==> src/rtl/axi_stream_processor.sv <==
// Purpose : inline AXI4-Stream word transform (pass / byte reverse / add constant) chosen by mode.
// Latency : 1 cycle from input accept to output valid, through a single output register stage.
// Backpressure: s_axis_tready = !m_axis_tvalid || m_axis_tready, so a stalled output holds the input off.
//
// Ports:
//   aclk, aresetn             clock; asynchronous reset, active-high (the name is historical)
//   s_axis_tdata/tkeep/tlast  input beat, qualified by s_axis_tvalid / s_axis_tready
//   m_axis_tdata/tkeep/tlast  output beat, qualified by m_axis_tvalid / m_axis_tready
//   mode                      0 pass, 1 byte reverse, 2 add constant_value, 3 pass
//   constant_value            addend for mode 2, sampled when the beat is accepted
module axi_stream_processor #(
  parameter int TDATA_WIDTH = 32
) (
  input  logic                     aclk,
  input  logic                     aresetn,
  input  logic [TDATA_WIDTH-1:0]   s_axis_tdata,
  input  logic [TDATA_WIDTH/8-1:0] s_axis_tkeep,
  input  logic                     s_axis_tlast,
  input  logic                     s_axis_tvalid,
  output logic                     s_axis_tready,
  output logic [TDATA_WIDTH-1:0]   m_axis_tdata,
  output logic [TDATA_WIDTH/8-1:0] m_axis_tkeep,
  output logic                     m_axis_tlast,
  output logic                     m_axis_tvalid,
  input  logic                     m_axis_tready,
  input  logic [1:0]               mode,
  input  logic [TDATA_WIDTH-1:0]   constant_value
);

  localparam int KEEP_WIDTH = TDATA_WIDTH / 8;

  logic [TDATA_WIDTH-1:0] nxt_data;
  logic [KEEP_WIDTH-1:0]  nxt_keep;
  logic                   accept;

  // The output register can take a new beat when it is empty or being drained
  // on this same edge; held low for as long as reset is asserted.
  assign s_axis_tready = !aresetn && (!m_axis_tvalid || m_axis_tready);
  assign accept        = s_axis_tvalid && s_axis_tready;

  // tkeep never masks data: null bytes are transformed and carried like any other.
  always_comb begin
    nxt_data = s_axis_tdata;
    nxt_keep = s_axis_tkeep;
    case (mode)
      2'd1: begin
        // Each keep bit moves with its byte.
        for (int i = 0; i < KEEP_WIDTH; i++) begin
          nxt_data[8*i +: 8] = s_axis_tdata[8*(KEEP_WIDTH-1-i) +: 8];
          nxt_keep[i]        = s_axis_tkeep[KEEP_WIDTH-1-i];
        end
      end
      2'd2: nxt_data = s_axis_tdata + constant_value;  // carry-out dropped (wraps)
      default: ;
    endcase
  end

  always_ff @(posedge aclk or posedge aresetn) begin
    if (aresetn) begin
      m_axis_tvalid <= 1'b0;
      m_axis_tdata  <= '0;
      m_axis_tkeep  <= '0;
      m_axis_tlast  <= 1'b0;
    end else if (accept) begin
      m_axis_tvalid <= 1'b1;
      m_axis_tdata  <= nxt_data;
      m_axis_tkeep  <= nxt_keep;
      m_axis_tlast  <= s_axis_tlast;
    end else if (m_axis_tready) begin
      // Beat consumed with nothing behind it; the payload is left as-is.
      m_axis_tvalid <= 1'b0;
    end
  end

endmodule

==> config.mk <==
export PLATFORM = sky130hd
export DESIGN_NAME = axi_stream_processor
export DESIGN_NICKNAME = d
export VERILOG_FILES = /design/src/rtl/axi_stream_processor.sv
export SDC_FILE = /design/constraint.sdc
export NUM_CORES = 1
export LEC_CHECK = 0
export BUFFER_PORTS_ARGS = -buffer_cell sky130_fd_sc_hd__buf_2
export CAP_MARGIN = 20
export CELL_PAD_IN_SITES_DETAIL_PLACEMENT = 1
export CELL_PAD_IN_SITES_GLOBAL_PLACEMENT = 1
export CORE_AREA = 5 5 115 117
export CTS_CLUSTER_DIAMETER = 60
export DETAILED_ROUTE_END_ITERATION = 16
export DIE_AREA = 0 0 120 122
export PLACE_DENSITY_LB_ADDON = 0.1
export SETUP_SLACK_MARGIN = 0.2
export SLEW_MARGIN = 20
export SYNTH_ARGS = -nofsm -noshare
export SYNTH_HDL_FRONTEND = slang
export SYNTH_SLANG_ARGS = --single-unit
==> constraint.sdc <==
create_clock -name aclk -period 4.9 [get_ports aclk]
set_input_delay 0 -clock aclk [delete_from_list [all_inputs] [get_ports aclk]]
set_output_delay 0 -clock aclk [all_outputs]
set_load 0.005 [all_outputs]
==> results of run 1 <==
logic make-up after synthesis:
kind of cell | count (synthesis)
buffers and inverters | 48
xor gates and xnor gates | 25
AOI/OAI and AO/OA | 184
muxes | 4
adders and majority gates | 34
and+or+nand+nor | 139
DFF | 38
area by class of cell:
cell class                      count  area share [%]
Clock buffer                        5           2.662
Timing Repair Buffer              122           13.58
Clock inverter                      3           1.464
Inverter                           14           1.118
Tap cell                          150           3.994
Sequential cell                    38           20.23
Multi-Input combinational cell    386           56.95
flip-flops by register name (all words and copies together), names as in the netlist:
register / count
m_axis_tlast: 1
m_axis_tvalid: 1
m_axis_tkeep: 4
m_axis_tdata: 32
worst max-delay path, cell delays in order, from the launching register on:
cell     delay [ns]
dfrtp_1        0.39
a21oi_1        0.24
and2_1         0.64
nand2_1        0.38
a21oi_1        0.22
nor2_1         0.05
or3_1          0.37
metrics by stage:
| stage | setup WS [ns] | hold WS (ns) | cells |
|---|---|---|---|
| finish | 2.481 | 0.01038 | 718 |
| CTS | 2.381 | 0.01339 | 718 |
| floorplan | 2.731 | 0.04455 | 472 |
| detailed placement | 2.280 | 0.1924 | 708 |
| global placement | 2.343 | 0.1836 | 708 |
| global route | 2.275 | 0.02188 | 718 |
routing by layer:
metal	up-vias	part of all wire [%]	track usage, %
li1	1956	-	-
met1	1953	46	26.78
met2	119	48	35.79
met3	22	4.6	2.646
met4	0	2.3	6.156
met5	-	0	0
cells in the final DEF (no fill, tap or decap), types with 3 or more instances in the layout:
| cell type | count |
|---|---|
| nand4_1 | 10 |
| nor2_1 | 32 |
| nor3_1 | 10 |
| a221oi_1 | 19 |
| o22ai_1 | 5 |
| dfrtp_1 | 38 |
| a211o_1 | 3 |
| o21ai_1 | 3 |
| a31oi_1 | 4 |
| nand2_1 | 44 |
| and3_1 | 7 |
| nand2b_1 | 4 |
| o21ai_0 | 45 |
| clkbuf_16 | 5 |
| ha_1 | 33 |
| xor2_1 | 14 |
| a221o_1 | 8 |
| o211ai_1 | 5 |
| o21bai_1 | 6 |
| buf_2 | 113 |
| nand3_1 | 9 |
| xnor2_1 | 11 |
| mux2i_1 | 4 |
| o31ai_1 | 5 |
| buf_4 | 7 |
| a21oi_1 | 40 |
| nor2b_1 | 5 |
| o21a_1 | 3 |
| a21o_1 | 17 |
| and2_1 | 3 |
| inv_1 | 14 |
power groups by stage:
stage / logic [mW] / registers [mW] / clock network [mW]
after detailed placement: 0.542 / 0.422 / 0
after global routing: 0.604 / 0.423 / 0.457
after CTS: 0.547 / 0.416 / 0.448
after floorplan: 0.331 / 0.420 / 0
after global placement: 0.536 / 0.419 / 0
final: 0.542 / 0.415 / 0.439
worst paths after layout:
check | slack, ns | endpoint
min reg2reg | 0.47 | m_axis_tlast$_DFFE_PP0P_
min | 0.01 | m_axis_tkeep[0]$_DFFE_PP0P_
max in group asynchronous | 4.10 | m_axis_tdata[18]$_DFFE_PP0P_
min in group asynchronous | 0.41 | m_axis_tvalid$_DFFE_PP0P_
max | 2.48 | m_axis_tdata[21]$_DFFE_PP0P_
max reg2reg | 2.48 | m_axis_tdata[21]$_DFFE_PP0P_
==> results.yml, run 1 <==
outcome:
  status: "completed"
power:
  p_seq_share_pct: 29.7
  peakVddDrop_v: 0.0001181
  p_leak_nw: 2.173
  switching_power_uw: 498.9
  p_total_mw: 1.397
  power_switching_share_pct: 35.73
  power.clock.fraction_pct: 31.5
  power.density_nw_per_um2: 297.2
  power_frac_comb_pct: 38.8
  intPower_uw: 897.6
global_route:
  grt-ovfl-total: 0
  grt_pass1_wl_um: 23900
  grt_usage_pct: 20.61
  grt_max_degree: 53
  grt_pass1_vias: 4347
  grt_antenna_before_repair: 0
placed_design:
  placed_area_um2: 4486
  finalWeightedCongestion: 0.8903
  dp_hpwl_um: 11770
  portBuffers: 113
setup_path:
  worstSetupStartpoint: "m_axis_tvalid$_DFFE_PP0P_"
  r2r-start: "m_axis_tvalid$_DFFE_PP0P_"
  startpoint_type: "flip-flop"
  worstPathRequired_ns: 5.06
  crit_path_end_kind: "flip-flop"
  crit_arrival_ns: 2.58
  rr_worst_depth: 6
  worstSetupPathType: "flip-flop to flip-flop"
  crit_fanout: 18
drt:
  drcViolationCount: 0
  viasPerCell: 5.641
  drt-initial-drc-count: 202
  ant_nets: 0
  firstDrtPassIters: 4
  vias: 4050
  routed_wl_um: 15090
  drt-wirelength-per-cell_um: 21.01
synth:
  ys_types: 65
  synth_top_family_by_area: "compound AO/OA/AOI/OAI gates"
  synthAdderAreaFrac_pct: 11.20
  synth.avg_cell_area_um2: 8.188
  synth.top_cell.area_share_pct: 24.60
  synthSimpleGateAreaFrac_pct: 17.81
  async_flop_share_pct: 100.0
  synth_area_leader_cell: "dfrtp_1"
  synth_most_common_cell: "o21ai_0"
  yosysWarningCount: 0
  synth_mux_area_share_pct: 1.036
  synth_nets: 581
  yosysSeqAreaShare_pct: 24.60
  synth-compound-area-share_pct: 33.54
  synth_xor_area_share_pct: 5.665
  netlist_instances: 472
  synth-seq-cells: 38
  synth_top_cells_by_area: "dfrtp_1 (25%), ha_1 (11%), o21ai_0 (5.8%)"
  synth.top_cells.by_count: "o21ai_0 (45), nand2_1 (44), a21oi_1 (40), dfrtp_1 (38), ha_1 (33)"
  netlist_area_um2: 3865
  ys.flop_type: "dfrtp_1"
  synth_edf_count: 0
clock_network:
  clk-insertion-delay-late_ns: 0.29
  ctsHoldBuffers: 2
  cts_resized: 0
  cts_root_buffer: "clkbuf_16"
  htreeDepth: 2
  cts_tree: "built"
  clk_pin_slew_worst_paths_ns: 0.07
  clkSinkCount: 38
  cts_buffer_depth: 2
  cts_setup_buffers: 0
  numCtsBuffers: 5
timing:
  relSlewSlack_pct: 51.96
  period_share_pct: 49.37
  fmax_ghz: 0.4134
  fin_worst_skew_ns: 0.007130
  maxSlewViolCount: 0
  worst_pin_slew_ns: 0.7191
  period_minus_slack_ns: 2.419
  hold_viol: 0
  tns_ns: 0
  finalSetupViolations: 0
  rsz0062_at_grt: "false"
finish:
  seq_area_um2: 950.9
  n_antenna_cell: 0
  multi_input_area_um2: 2676
  finish.utilization_pct: 38.33
  fill_cells: 1552
  drive_gt1_share_pct: 25.70
  layout.nets: 676
  areaGrowthSynthToFinish_pct: 21.59
  fin_area_um2: 4700
worst_hold_path:
  hold_depth: 3
  holdCritPathClass: "input pin to flip-flop"
  min-delay-start: "s_axis_tkeep[0]"
die:
  die_w_um: 120
  design.core.area_um2: 12260
  ios: 114
  rows: 41
  die_height_um: 122
  initial_core_util_pct: 31.52
  fp.dieArea_um2: 14640
job:
  max_cap_viol_count: 0
No activity file was read; power rests on OpenSTA's default activity.
==> run 2, diff against run 1 <==
--- a/config.mk
+++ b/config.mk
@@ -5,14 +5,15 @@
 export SDC_FILE = /design/constraint.sdc
 export NUM_CORES = 1
 export LEC_CHECK = 0
+export ABC_AREA = 1
 export BUFFER_PORTS_ARGS = -buffer_cell sky130_fd_sc_hd__buf_2
 export CAP_MARGIN = 20
 export CELL_PAD_IN_SITES_DETAIL_PLACEMENT = 1
 export CELL_PAD_IN_SITES_GLOBAL_PLACEMENT = 1
-export CORE_AREA = 5 5 115 117
+export CORE_AREA = 5 5 124 126
 export CTS_CLUSTER_DIAMETER = 60
 export DETAILED_ROUTE_END_ITERATION = 16
-export DIE_AREA = 0 0 120 122
+export DIE_AREA = 0 0 129 131
 export PLACE_DENSITY_LB_ADDON = 0.1
 export SETUP_SLACK_MARGIN = 0.2
 export SLEW_MARGIN = 20
==> constraint.sdc (replaced) <==
create_clock -name aclk -period 2.4 [get_ports aclk]
set_input_delay 0 -clock aclk [delete_from_list [all_inputs] [get_ports aclk]]
set_output_delay 0 -clock aclk [all_outputs]
set_load 0.005 [all_outputs]
==> results.yml, run 2 <==
synth:
  synth_most_common_cell: "nand2_1"
  synth_edf_count: 0
  ys_types: 32
  synth-seq-cells: 38
  ys.flop_type: "dfrtp_1"
  netlist_area_um2: 4582
  synth.top_cells.by_count: "nand2_1 (341), inv_1 (128), nor2_1 (78), a21oi_1 (64), nand3_1 (46)"
  synth_top_cells_by_area: "nand2_1 (28%), dfrtp_1 (21%), inv_1 (10%)"
  synth_area_leader_cell: "nand2_1"
  synth_nets: 930
  yosysSeqAreaShare_pct: 20.75
  async_flop_share_pct: 100.0
  synth.avg_cell_area_um2: 5.581
  netlist_instances: 821
  yosysWarningCount: 0
  synth.top_cell.area_share_pct: 27.94
finish:
  layout.nets: 1039
  largest_reg_flops: 32
  drive_gt1_share_pct: 15.25
  final_cell_mix: "nand2_1 (340), inv_1 (128), buf_2 (113)"
  areaGrowthSynthToFinish_pct: 20.10
  n_antenna_cell: 0
  fill_cells: 2012
  top_register: "m_axis_tdata"
  layout_commonest_cell: "nand2_1"
  fin_area_um2: 5503
  largest_registers: "m_axis_tdata: 32 flops, m_axis_tkeep: 4 flops"
drt:
  viasPerCell: 4.989
  drt-initial-drc-count: 269
  ant_nets: 0
  drt-wirelength-per-cell_um: 18.20
  firstDrtPassIters: 4
  drcViolationCount: 0
  vias: 5563
  routed_wl_um: 20300
placed_design:
  finalWeightedCongestion: 0.9280
  dp_hpwl_um: 17220
  placed_area_um2: 5279
  portBuffers: 113
power:
  power.density_nw_per_um2: 536.8
  peakVddDrop_v: 0.0002837
  p_leak_nw: 3.377
job:
  max_cap_viol_count: 0
clock_network:
  clkSinkCount: 38
  ctsHoldBuffers: 3
  clk-insertion-delay-late_ns: 0.29
  cts_root_buffer: "clkbuf_16"
  clk_pin_slew_worst_paths_ns: 0.06
  cts_tree: "built"
  cts_resized: 0
  htreeDepth: 2
  cts_buffer_depth: 2
  numCtsBuffers: 5
  cts_setup_buffers: 0
die:
  die_w_um: 129
  initial_core_util_pct: 32.26
  fp.dieArea_um2: 16900
  die_height_um: 131
  rows: 44
  design.core.area_um2: 14200
  ios: 114
global_route:
  grt_usage_pct: 24.35
  grt_max_degree: 58
  grt_antenna_before_repair: 0
  grt_pass1_wl_um: 31510
  grt_pass1_vias: 5743
  grt-ovfl-total: 0
timing:
  rsz0062_at_grt: "false"
  period_share_pct: 78.85
  tns_ns: 0
  worst_pin_slew_ns: 0.8293
  fin_worst_skew_ns: 0.002860
  period_minus_slack_ns: 1.892
  maxSlewViolCount: 0
  relSlewSlack_pct: 44.71
  hold_viol: 0
  fmax_ghz: 0.5284
  finalSetupViolations: 0
setup_path:
  crit_path_end_kind: "flip-flop"
  cp_cell_sequence: "buf_2, ha_1, inv_1, fa_1, inv_1, nand3_1, nand3_1, nand2_1, nand2_1, nand2_1, nand3_1, nand2_1, nand3_1, nand2_1, nand2_1, nand2_1"
  startpoint_type: "input pin"
  path_buf_inv: 3
  ff2ff_setup_slack_ns: 0.76
  cpMaxStageDelayCell: "fa_1"
  crit_top_cell: "nand2_1"
  crit_fanout: 5
  worstPathRequired_ns: 2.58
  worstSetupPathType: "input pin to flip-flop"
  slowest_delay_ns: 0.38
  crit_arrival_ns: 2.07
  crit_family: "simple AND/OR/NAND/NOR gates"
worst_hold_path:
  holdCritPathClass: "input pin to flip-flop"
outcome:
  status: "completed"
## run 2: cell type report
cell class / instances / area, um2 / area share [%]
repair buffers: 123 / 660.6 / 12.01
clock buffers: 5 / 125.1 / 2.274
well taps: 184 / 230.2 / 4.184
flip-flops and latches: 38 / 950.9 / 17.28
multi-input cells: 633 / 2983 / 54.21
inverters: 129 / 484.2 / 8.799
clock inverters: 3 / 68.82 / 1.251
## run 2: final timing paths
check                                             start                      endpoint  depth (start not counted)
max                                     s_axis_tdata[0]  m_axis_tdata[24]$_DFFE_PP0P_                         16
min                                     s_axis_tdata[2]   m_axis_tdata[2]$_DFFE_PP0P_                          3
max reg2reg                   m_axis_tvalid$_DFFE_PP0P_   m_axis_tdata[7]$_DFFE_PP0P_                          8
min in group asynchronous                       aresetn   m_axis_tkeep[3]$_DFFE_PP0P_                          4
min reg2reg                m_axis_tdata[11]$_DFFE_PP0P_  m_axis_tdata[11]$_DFFE_PP0P_                          2
max in group asynchronous                       aresetn  m_axis_tdata[15]$_DFFE_PP0P_                          4
## run 2: tightest hold or removal path: cells and delay by family
kind | cells | cell delay (ns)
and+or+nand+nor | 1 | 0.06
AOI/OAI and AO/OA | 1 | 0.09
buffers and inverters | 1 | 0.12
## run 2: power by group
| group | internal (mW) | switching [mW] |
|---|---|---|
| sequential | 0.768 | 0.0827 |
| clock | 0.598 | 0.283 |
| combinational | 0.437 | 0.786 |
## run 2: metal layers
metal | global-route usage, % | vias to the layer above | wire length, um
met2 | 40.49 | 156 | 9218
met4 | 8.400 | 0 | 706
met1 | 32.80 | 2623 | 9248
li1 | - | 2756 | -
met5 | 0 | - | 0
met3 | 2.846 | 28 | 1123
## run 2: cells by family (layout without fill, tap and decap cells)
kind of cell / count (synthesis) / after routing / share of synthesized area, %
AND/OR/NAND/NOR: 491 / 491 / 43.15
buffers and inverters: 150 / 260 / 14.20
AO/OA/AOI/OAI: 107 / 107 / 12.26
flip-flops: 38 / 38 / 20.75
adder cells (fa/ha/maj): 34 / 34 / 9.448
XOR/XNOR: 1 / 1 / 0.1912
## run 2: stage by stage
stage	hold WS (ns)	instances	util [%]	setup WS [ns]	total power, mW
3_3_place_gp	0.1582	1104	37.17	0.2843	2.050
4_1_cts	0.01848	1115	38.74	0.4974	2.976
3_5_place_dp	0.1693	1104	37.17	0.2056	2.084
2_1_floorplan	0.03861	821	-	0.9132	1.560
5_1_grt	0.03301	1115	38.74	0.2799	3.176
6_report	0.02230	1115	38.74	0.5075	2.954
==> run 3, diff against run 2 <==
--- a/config.mk
+++ b/config.mk
@@ -5,15 +5,15 @@
 export SDC_FILE = /design/constraint.sdc
 export NUM_CORES = 1
 export LEC_CHECK = 0
-export ABC_AREA = 1
+export ABC_AREA = 0
 export BUFFER_PORTS_ARGS = -buffer_cell sky130_fd_sc_hd__buf_2
 export CAP_MARGIN = 20
 export CELL_PAD_IN_SITES_DETAIL_PLACEMENT = 1
 export CELL_PAD_IN_SITES_GLOBAL_PLACEMENT = 1
-export CORE_AREA = 5 5 124 126
+export CORE_AREA = 5 5 115 117
 export CTS_CLUSTER_DIAMETER = 60
 export DETAILED_ROUTE_END_ITERATION = 16
-export DIE_AREA = 0 0 129 131
+export DIE_AREA = 0 0 120 122
 export PLACE_DENSITY_LB_ADDON = 0.1
 export SETUP_SLACK_MARGIN = 0.2
 export SLEW_MARGIN = 20
==> constraint.sdc (replaced) <==
create_clock -name aclk -period 1.7 [get_ports aclk]
set_input_delay 0 -clock aclk [delete_from_list [all_inputs] [get_ports aclk]]
set_output_delay 0 -clock aclk [all_outputs]
set_load 0.005 [all_outputs]
==> results.yml, run 3 (same netlist as run 1, synthesis figures left out) <==
outcome:
  status: "complete, but fails checks"
  violations: "setup timing"
power:
  p_seq_share_pct: 27.0
  power.clock.fraction_pct: 22.7
  switching_power_mw: 1.673
  peakVddDrop_v: 0.0003706
  power_switching_share_pct: 37.48
  power_frac_comb_pct: 50.3
  p_leak_nw: 2.986
  p_total_mw: 4.465
  intPower_mw: 2.792
  power.density_nw_per_um2: 710.2
finish:
  layout_commonest_cell: "buf_4"
  top_register: "m_axis_tdata"
  multi_input_area_um2: 3134
  final_cell_mix: "buf_4 (133), buf_2 (103), nand2_1 (42)"
  largest_reg_flops: 32
  fill_cells: 1478
  layout.nets: 814
  seq_area_um2: 950.9
  largest_registers: "m_axis_tdata: 32 flops, m_axis_tkeep: 4 flops"
  drive_gt1_share_pct: 49.43
  finish.utilization_pct: 51.28
  areaGrowthSynthToFinish_pct: 62.67
  fin_area_um2: 6287
  fin_cells: 856
  n_antenna_cell: 0
setup_path:
  ff2ff_setup_slack_ns: -0.09
  worstSetupPathType: "input pin to flip-flop"
  reg2reg_to: "m_axis_tdata[21]$_DFFE_PP0P_"
  rr_worst_depth: 6
  r2r-start: "m_axis_tvalid$_DFFE_PP0P_"
  crit_path_end_kind: "flip-flop"
  crit_fanout: 3
  worstPathRequired_ns: 1.86
  startpoint_type: "input pin"
  crit_arrival_ns: 2.14
timing:
  period_minus_slack_ns: 1.988
  rsz0062_at_grt: "true"
  layout_setup_ws_ns: -0.2877
  fin_worst_skew_ns: 0.005318
  finalSetupViolations: 18
  hold_viol: 0
  worst_pin_slew_ns: 0.6189
  tns_ns: -2.633
  hold_slack_ns: 0.02118
  period_share_pct: 116.9
  relSlewSlack_pct: 58.66
  maxSlewViolCount: 0
  fmax_ghz: 0.5031
placed_design:
  dpl.cell_count: 837
  place_ws_ns: -0.7070
  placed_area_um2: 5625
  dp_hpwl_um: 13720
  finalWeightedCongestion: 0.8708
  portBuffers: 113
clock_network:
  clk_pin_slew_worst_paths_ns: 0.07
  clkSinkCount: 38
  cts_root_buffer: "clkbuf_16"
  numCtsBuffers: 5
  htreeDepth: 2
  cts_buffer_depth: 2
  clk-insertion-delay-late_ns: 0.29
  cts_tree: "built"
job:
  max_cap_viol_count: 0
die:
  rows: 41
  ios: 114
  design.core.area_um2: 12260
  die_height_um: 122
  fp.dieArea_um2: 14640
  die_w_um: 120
  initial_core_util_pct: 31.52
global_route:
  grt_pass1_vias: 5098
  grt_usage_pct: 23.43
  grt_pass1_wl_um: 27070
  grt-ovfl-total: 0
  grt_max_degree: 52
  grt_antenna_before_repair: 0
drt:
  firstDrtPassIters: 4
  drcViolationCount: 0
  drt-wirelength-per-cell_um: 20.16
  viasPerCell: 5.487
  drt-initial-drc-count: 233
  routed_wl_um: 17260
  ant_nets: 0
  vias: 4697
worst_hold_path:
  min-delay-start: "s_axis_tkeep[1]"
  hold_depth: 3
  holdCritPathClass: "input pin to flip-flop"
  min_to: "m_axis_tkeep[1]$_DFFE_PP0P_"
[run 3: cell types whose count changed in the layout (fill, tap and decap cells not counted), moves of 32 or more]
| cell | change |
|---|---|
| nand2_1 | -298 |
| buf_4 | +127 |
| inv_1 | -115 |
| nor2_1 | -49 |
| nand3_1 | -39 |
| a21oi_1 | -32 |
[run 3: worst max path at each step]
stage / startpoint / endpoint / slack (ns)
after global placement: s_axis_tdata[0] / m_axis_tdata[30]$_DFFE_PP0P_ / -0.65
after global routing: s_axis_tdata[8] / m_axis_tdata[31]$_DFFE_PP0P_ / -0.38
after detailed placement: s_axis_tdata[0] / m_axis_tdata[30]$_DFFE_PP0P_ / -0.71
after CTS: s_axis_tdata[8] / m_axis_tdata[31]$_DFFE_PP0P_ / -0.26
final: constant_value[0] / m_axis_tdata[18]$_DFFE_PP0P_ / -0.29
after floorplan: s_axis_tdata[17] / m_axis_tdata[30]$_DFFE_PP0P_ / -0.37
[run 3: worst max-delay path, stage by stage]
cell      delay (ns)
buf_6           0.08
ha_4            0.14
inv_2           0.04
fa_2            0.33
nand2b_4        0.15
a21o_1          0.17
a211o_1         0.31
nand3_4         0.11
and2_4          0.18
a41oi_2         0.13
xnor2_1         0.15
a221oi_1        0.26
o31ai_1         0.10
[run 3: cell type report]
type | count | area share (%)
clock buffer | 6 | 2.209
clock inverter | 2 | 0.1990
inverter | 14 | 0.8358
multi-input combinational | 386 | 49.85
sequential | 38 | 15.12
tap | 150 | 2.985
timing repair buffer | 260 | 28.80
[run 3: repair_timing]
item | in CTS | in global routing
buffers inserted | 3 | 6
hold endpoints to repair | 39 | 0
gates resized for setup | 61 | 28
hold buffers | 2 | 0
setup endpoints to repair | 27 | 27
pin swaps | 56 | 33
[run 3: power groups by stage]
stage	clock network [mW]	registers, mW	logic (mW)
2_1_floorplan	0	1.21	1.01
3_3_place_gp	0	1.21	1.94
3_5_place_dp	0	1.22	1.99
4_1_cts	1.03	1.21	2.15
5_1_grt	1.07	1.23	2.45
6_report	1.01	1.20	2.25
[run 3: routing by layer]
metal | wire length, um | track usage (%)
met1 | 7379 | 28.88
met2 | 8679 | 42.89
met3 | 766 | 3.157
met4 | 432 | 6.228
met5 | 0 | 0
